$ cat src/rtl/demux_pkg.sv
// Shared lane-count, select-width and buffer-state definitions for the 4-way registered demux.
package demux_pkg;

  localparam int unsigned NUM_LANES = 4;
  localparam int unsigned SEL_WIDTH = 2;

  typedef enum logic [1:0] {
    ST_EMPTY = 2'd0,
    ST_HALF  = 2'd1,
    ST_FULL  = 2'd2
  } buf_state_t;

  // One-hot lane decode of a select value.
  function automatic logic [NUM_LANES-1:0] lane_onehot(input logic [SEL_WIDTH-1:0] sel);
    return NUM_LANES'(1) << sel;
  endfunction

endpackage

$ cat src/rtl/buf2_fifo.sv
// Generic 2-entry in-order FIFO; the head holds the last popped entry while empty.
module buf2_fifo
  import demux_pkg::*;
#(
  parameter int unsigned WIDTH = 10
) (
  input  logic             clk,
  input  logic             rst_n,
  input  logic             push,
  input  logic [WIDTH-1:0] push_data,
  input  logic             pop,
  output logic             not_full,
  output logic             not_empty,
  output logic [WIDTH-1:0] head
);

  buf_state_t       state_q, state_d;
  logic             wr_ptr_q, rd_ptr_q;
  logic [WIDTH-1:0] mem_q [2];
  logic [WIDTH-1:0] last_q;
  logic             push_ok, pop_ok;

  // The unused encoding 2'd3 decodes as empty.
  assign not_empty = (state_q == ST_HALF) || (state_q == ST_FULL);
  assign not_full  = (state_q != ST_FULL);
  assign push_ok   = push && not_full;
  assign pop_ok    = pop && not_empty;
  assign head      = not_empty ? mem_q[rd_ptr_q] : last_q;

  always_ff @(posedge clk or negedge rst_n) begin
    if (!rst_n) begin
      state_q <= ST_EMPTY;
    end else begin
      state_q <= state_d;
    end
  end

  always_comb begin
    state_d = state_q;
    case (state_q)
      ST_HALF: begin
        if (push_ok && !pop_ok)      state_d = ST_FULL;
        else if (pop_ok && !push_ok) state_d = ST_EMPTY;
      end
      ST_FULL: begin
        if (pop_ok) state_d = ST_HALF;
      end
      default: begin
        if (push_ok) state_d = ST_HALF;
      end
    endcase
  end

  always_ff @(posedge clk or negedge rst_n) begin
    if (!rst_n) begin
      wr_ptr_q <= 1'b0;
      rd_ptr_q <= 1'b0;
      mem_q[0] <= '0;
      mem_q[1] <= '0;
      last_q   <= '0;
    end else begin
      if (push_ok) begin
        mem_q[wr_ptr_q] <= push_data;
        wr_ptr_q        <= ~wr_ptr_q;
      end
      if (pop_ok) begin
        last_q   <= mem_q[rd_ptr_q];
        rd_ptr_q <= ~rd_ptr_q;
      end
    end
  end

endmodule

$ cat src/rtl/demux_buf_4.sv
// 4-way registered demultiplexer: buffers {sel, data} beats and delivers each to one lane in order.
module demux_buf_4
  import demux_pkg::*;
#(
  parameter int unsigned WIDTH       = 8,
  parameter int unsigned COUNT_WIDTH = 8
) (
  input  logic                             clk,
  input  logic                             rst_n,
  input  logic [WIDTH-1:0]                 Data_in,
  input  logic [SEL_WIDTH-1:0]             select,
  input  logic                             in_valid,
  output logic                             in_ready,
  output logic [WIDTH-1:0]                 Data_out,
  output logic [NUM_LANES-1:0]             out_valid,
  input  logic [NUM_LANES-1:0]             out_ready,
  output logic [NUM_LANES*COUNT_WIDTH-1:0] lane_count
);

  localparam int unsigned ENTRY_WIDTH = WIDTH + SEL_WIDTH;

  logic                   push, pop;
  logic                   not_full, not_empty;
  logic [ENTRY_WIDTH-1:0] head;
  logic [SEL_WIDTH-1:0]   head_sel;

  // Ready depends only on registered occupancy, gated low while reset is held.
  assign in_ready  = rst_n && not_full;
  assign push      = in_valid && in_ready;
  assign head_sel  = head[WIDTH +: SEL_WIDTH];
  assign Data_out  = head[WIDTH-1:0];
  assign out_valid = not_empty ? lane_onehot(head_sel) : '0;
  assign pop       = not_empty && out_ready[head_sel];

  buf2_fifo #(
    .WIDTH(ENTRY_WIDTH)
  ) u_fifo (
    .clk      (clk),
    .rst_n    (rst_n),
    .push     (push),
    .push_data({select, Data_in}),
    .pop      (pop),
    .not_full (not_full),
    .not_empty(not_empty),
    .head     (head)
  );

  // Per-lane delivered-beat counters, wrapping silently.
  for (genvar k = 0; k < NUM_LANES; k++) begin : g_cnt
    logic [COUNT_WIDTH-1:0] cnt_q;

    always_ff @(posedge clk or negedge rst_n) begin
      if (!rst_n) begin
        cnt_q <= '0;
      end else if (pop && (head_sel == SEL_WIDTH'(k))) begin
        cnt_q <= cnt_q + COUNT_WIDTH'(1);
      end
    end

    assign lane_count[k*COUNT_WIDTH +: COUNT_WIDTH] = cnt_q;
  end

endmodule
$ cat config.mk
export PLATFORM = sky130hd
export DESIGN_NAME = demux_buf_4
export DESIGN_NICKNAME = d
export VERILOG_FILES = /design/src/rtl/demux_pkg.sv /design/src/rtl/buf2_fifo.sv /design/src/rtl/demux_buf_4.sv
export SDC_FILE = /design/constraint.sdc
export NUM_CORES = 1
export LEC_CHECK = 0
export CORE_MARGIN = 2
export CORE_UTILIZATION = 46
export DETAILED_ROUTE_END_ITERATION = 6
export PLACE_DENSITY = 0.83
export RECOVER_POWER = 100
export SYNTH_ARGS = -nofsm -noshare
export SYNTH_HDL_FRONTEND = slang
export SYNTH_SLANG_ARGS = --single-unit
export TNS_END_PERCENT = 50
$ cat constraint.sdc
create_clock -name clk -period 2.4 [get_ports clk]
set_input_delay 0.36 -clock clk [delete_from_list [all_inputs] [get_ports clk]]
set_output_delay 0.36 -clock clk [all_outputs]
set_load 0.03 [all_outputs]
---- Word level (Yosys, flattened, before mapping) ----
Cells that the tools add are included.
word-level totals
  word-level logic and storage cells ...... 64
  output and inout port bits .............. 45
  register bits after elaboration ......... 66
  memory bits (read-only) ................. 0
  latch bits .............................. 0
  bits in writable memories ............... 0
  memories ................................ 0
operators by class
  shift-type cells ........................ 1
  $add $sub $neg .......................... 4
  bitwise operators ....................... 4
  multiplexer cells ....................... 15
  reduce and logical (&&, ||, !) cells .... 18
  order comparisons ....................... 4
  eq/ne operators ......................... 8
  $mul .................................... 0
  divide/modulo/power cells ............... 0
operator list
  operator                                               number
  two-way mux 10 bit                                     5
  adder 8 x 1 -> 8 bit, second input constant            4
  bitwise mux 20 bit                                     1
  logical AND 1 bit                                      12
  demux 10 bit (select 1 bit)                            1
  two-way mux 2 bit                                      4
  == test 2 bit, second input constant                   3
  == test 2 x 1 -> 1 bit, second input constant          2
  >= comparator 2 bit, second input constant             2
  two-way mux 4 bit                                      1
  inverter 1 -> 2 bit                                    2
  one-hot mux 2 bit (2 select lines)                     1
  left shift 1 x 2 -> 4 bit, first input constant        1
  < comparator 2 x 3 -> 1 bit, second input constant     1
  inequality test 3 bit, second input constant           1
  AND reduction 3 bit                                    1
  nonzero test 3 bit                                     1
  binary-select mux 1 bit (select 2 bit)                 1
  logical NOT 1 bit                                      2
  logical NOT 2 bit                                      1
  < comparator 2 x 1 -> 1 bit, second input constant     1
  inequality test 2 x 1 -> 1 bit, second input constant  1
  inequality test 2 bit, second input constant           1
  inverter 1 bit                                         2
  2 further kinds                                        2

---- Logic depth before layout (Yosys ltp) ----
  depth after elaboration ................. 13
  depth in mapped cells ................... 12

---- Hierarchy ----
From an unflattened synthesis, not the netlist that was laid out.
unflattened totals
  cell total of the unflattened synthesis .. 266
  area total of the unflattened synthesis .. 3,195.6 um2
modules (own cells, without submodules)
  module       cells each  times used  seq. area each (um2)  area each (um2)
  buf2_fifo    131         1           850.8                 1,631.6
  demux_buf_4  135         1           800.8                 1,564.0

---- Worst setup path before layout ----
No wires, ideal clock.
  kind .................................... register -> register
  from .................................... reg u_fifo.rd_ptr_q
  to ...................................... reg u_fifo.state_q[0]
  stages on the path, launching flop included .. 13
  data arrival time ....................... 2,302 ps
  period minus slack after synthesis ...... 2,382 ps
  library setup time ...................... 79 ps
  path slack .............................. 18 ps
  cells stage by stage .................... dfrtp_1 -> buf_6 -> mux2_4 -> mux2i_1 -> a21oi_1 -> o21ai_2 -> buf_4 -> ha_1 -> nand2_1 -> o21ai_0 -> o22a_1 -> o21ai_0 -> mux2i_1
between the ends
  longest elaborated chain between the ends .. 13
  elaborated cells on any way between the ends .. 17
RTL lines
  what                                                                                 RTL line           text
  from (decl)                                                                          buf2_fifo.sv:18    logic wr_ptr_q, rd_ptr_q;
  from (signal assigned)                                                               buf2_fifo.sv:68    rd_ptr_q <= ~rd_ptr_q;
  inverter 1 -> 2 bit (not written as such) *                                          buf2_fifo.sv:28    assign head = not_empty ? mem_q[rd_ptr_q] : last_q;
  two-way mux 10 bit (not written as such) * (3 in a row)                              buf2_fifo.sv:28
  two-way mux 10 bit *                                                                 buf2_fifo.sv:28
  binary-select mux 1 bit (select 2 bit) *                                             demux_buf_4.sv:33  assign pop = not_empty && out_ready[head_sel];
  two-way mux 1 bit (not written as such) *                                            demux_buf_4.sv:33
  logical AND 1 bit *                                                                  demux_buf_4.sv:33
  logical AND 1 bit *                                                                  buf2_fifo.sv:27    assign pop_ok = pop && not_empty;
  logical NOT 1 bit                                                                    buf2_fifo.sv:42    if (push_ok && !pop_ok) state_d = ST_FULL;
  logical AND 1 bit                                                                    buf2_fifo.sv:42
  inequality test 3 bit (no line) or two-way mux 2 bit (tied branches)                 n/a
  AND reduction 3 bit (no line) or one-hot mux 2 bit (2 select lines) (tied branches)  n/a
  to (signal assigned)                                                                 buf2_fifo.sv:34    state_q <= state_d;
  to (decl)                                                                            buf2_fifo.sv:17    buf_state_t state_q, state_d;
Every way passes the cells marked *; elsewhere a longest branch is shown, timed or not. The select of a mux whose other input is x is not followed.
A chain may end at the register's enable or synchronous reset.

---- Final worst setup path ----
  from .................................... reg u_fifo.state_q[0]
  to ...................................... out Data_out[1]
between the ends
  longest elaborated chain between the ends .. 3
  elaborated cells on any way between the ends .. 4
RTL lines
  what                                                     RTL line           text
  == test 2 x 1 -> 1 bit or == test 2 bit (tied branches)  buf2_fifo.sv:24    assign not_empty = (state_q == ST_HALF) || (state_q == ST_FULL);
  logical OR 1 bit *                                       buf2_fifo.sv:24
  two-way mux 10 bit *                                     buf2_fifo.sv:28
  to (decl)                                                demux_buf_4.sv:14  output logic [WIDTH-1:0] Data_out,
Every way passes the cells marked *; elsewhere a longest branch is shown, timed or not.

==> results.toml <==
[synthesis]
ys.flop_type = "dfrtp_1"
synth_top_area_share_pct = 53.0
ys_top_cells_by_area = "dfrtp_1, mux2_2, xnor2_1"
synth-simple-area-share_pct = 9.56
synth-seq-cells = 64
syn_nets = 252
syn_area_per_cell_sq_um = 13.3
synth_adder_area_share_pct = 2.90
yosys_warnings = 0
synth_top_family_by_area = "multiplexers"
synth_edf_count = 0
synth_area_leader_cell = "dfrtp_1"
synth_compound_area_share_pct = 2.73
synthArstFlopShare_pct = 100
synthMuxAreaShare_pct = 20.9
synth-seq-area-share_pct = 53.0
synthCells = 228
synth-xor-area-share_pct = 8.69
ys_types = 33
synth_area_sq_um = 3020
post-synth-top-count-cell = "dfrtp_1"
ys_top_cells_by_count = "dfrtp_1, mux2_2, xnor2_1, nand2_1, xor2_1"

[detailed_routing]
drt_iter0_drc = 61
wl_per_cell_um = 15.4
drt_pass1_iterations = 4
vias = 1988
remaining_drc_errors = 0
postRouteAntennaNets = 0
routed_wl_um = 5890
via_per_inst = 5.20

[die]
die-area_sq_um = 7240
ios = 62
die_w_um = 85.1
row_count = 29
core_sq_um = 6350
die_h_um = 85.1
start_util_pct = 47.6

[clocking]
clk_latency_ps = 340
clk_pin_slew_worst_paths_ps = 70
post_cts_buffers = 0
max-clock-path-buffers = 2
cts_max_level = 3
cts_root_buffer = "clkbuf_8"
cts_hold_buf = 0
tritoncts = "built"
cts_buffers = 9
cts.sinks = 64

[setup_path]
crit_fanout = 11
required_ps = 2040
path_cells = "inv_1 -> ha_1 -> inv_1 -> buf_4 -> mux2_2 -> clkdlybuf4s15_1"
end_kind = "primary output"
cp_slowest_stage_delay_ps = 350
crit_type = "register to primary output"
crit_arrival_ps = 2000
slowest_stage = "dfrtp_1"
start_kind = "register"
cp_common_cell = "inv_1"

[timing]
post-route-min-period_ps = 2360
finalSetupTns_ps = 0
finClkSkew_ps = 6.97
setup_ws_ps = 41.5
min_period_over_period_pct = 98.3
slew_headroom_pct = 46.8
setup_viol = 0
hold_viol_final = 0
fin_hold_ws_ps = 259
worst_pin_slew_ps = 798
maxSlewViolCount = 0
rsz0062_at_grt = "yes"
fmax_mhz = 424

[placement]
numPortBuffers = 61
placed_cell_area_sq_um = 3730
post-place-ws_ps = -2.26
post-dp-hpwl_um = 4170
place_congestion = 0.881

[global_routing]
grt_max_degree = 66
grt_pass1_wl_um = 9880
grt_util_all_layers_pct = 17.5
grt_pass1_vias = 2064
grt-ovfl-total = 0
antenna_found_initial = 0

[layout]
fin_nets = 324
nFillCells = 509
syn_to_final_growth_pct = 30.7
antenna_cells = 0
final_area_sq_um = 3950
drive_gt1_share_pct = 28.2
finish.utilization_pct = 62.3

[power_and_ir_drop]
power-per-cell-area_nw_per_um2 = 1460
leakage_nw = 1.74
ir_drop_uv = 909

[hold_path]
hold_class = "input port to asynchronous set/reset pin"

[run_status]
outcome = "finished clean"

[flow_run]
cap_violations = 0
==> state kept, by name, summed over array words and instances (netlist names) <==
name,cells
g_cnt.cnt_q,32
u_fifo.mem_q,20
u_fifo.last_q,8
u_fifo.state_q,2
u_fifo.rd_ptr_q,1
u_fifo.wr_ptr_q,1
==> stage by stage <==
step                total power, mW  instances
floorplan                      3.75        228
global route                   6.12        382
global placement               4.64        366
finish                         5.77        382
detailed placement             4.74        366
CTS                            5.83        382
==> final timing paths <==
check	to	slack, ps	cells past startpoint	start
setup / recovery	Data_out[1]	40	6	u_fifo.state_q[0]
hold / removal	u_fifo.last_q[2]	260	2	rst_n
min in group clk	g_cnt[2].cnt_q[7]	470	1	g_cnt[2].cnt_q[7]
hold reg to reg	g_cnt[2].cnt_q[7]	470	1	g_cnt[2].cnt_q[7]
setup reg to reg	u_fifo.state_q[1]	90	10	u_fifo.mem_q[18]
max in group asynchronous	g_cnt[3].cnt_q[0]	1630	2	rst_n
==> repair_timing <==
item | 4_1_cts | 5_1_grt
resized for setup | 10 | 12
setup endpoints to repair | 9 | 8
pin swaps | 0 | 0
==> logic make-up after synthesis <==
logic type | count (synthesis)
buffers and inverters | 13
muxes | 56
DFF | 64
adders and majority gates | 7
and+or+nand+nor | 49
xor gates and xnor gates | 30
AOI/OAI and AO/OA | 9
==> worst max-delay path, delay by kind of cell (launching register included) <==
| family | cells | cell delay [ps] |
|---|---|---|
| fa+ha+maj | 1 | 300 |
| buf+inv | 4 | 660 |
| flops | 1 | 350 |
| mux | 1 | 350 |
==> routing by layer <==
layer  global-route usage, %  share of wire [%]
met5                       0                  0
met4                    7.79                1.8
met3                    5.45                5.4
met2                    27.9                 49
met1                    21.9                 43
==> placed cells by master (no fill, tap or decap), types with 8 or more instances in the layout <==
cell type / n
nand3_1: 8
dfrtp_1: 64
mux2_2: 43
xor2_1: 10
buf_4: 12
nand2_1: 10
nand4_1: 9
clkdlybuf4s50_1: 47
xnor2_1: 20
clkbuf_8: 11
==> area by class of cell <==
class                      instances  area (sq um)  share of cell area (%)
clock buffer                      11           151                    3.83
sequential                        64          1600                    40.5
inverter                           5          18.8                   0.475
clock inverter                     5           103                    2.59
tap                               77          96.3                    2.44
timing repair buffer              69           626                    15.8
multi-input combinational        151          1360                    34.3
==> power breakdown <==
| part | total, mW | switching [mW] | internal, mW |
|---|---|---|---|
| Clock | 1.16 | 0.418 | 0.745 |
| Sequential | 1.83 | 0.337 | 1.49 |
| Combinational | 2.78 | 1.49 | 1.29 |
Note: power is estimated with default switching activity, not from simulation.
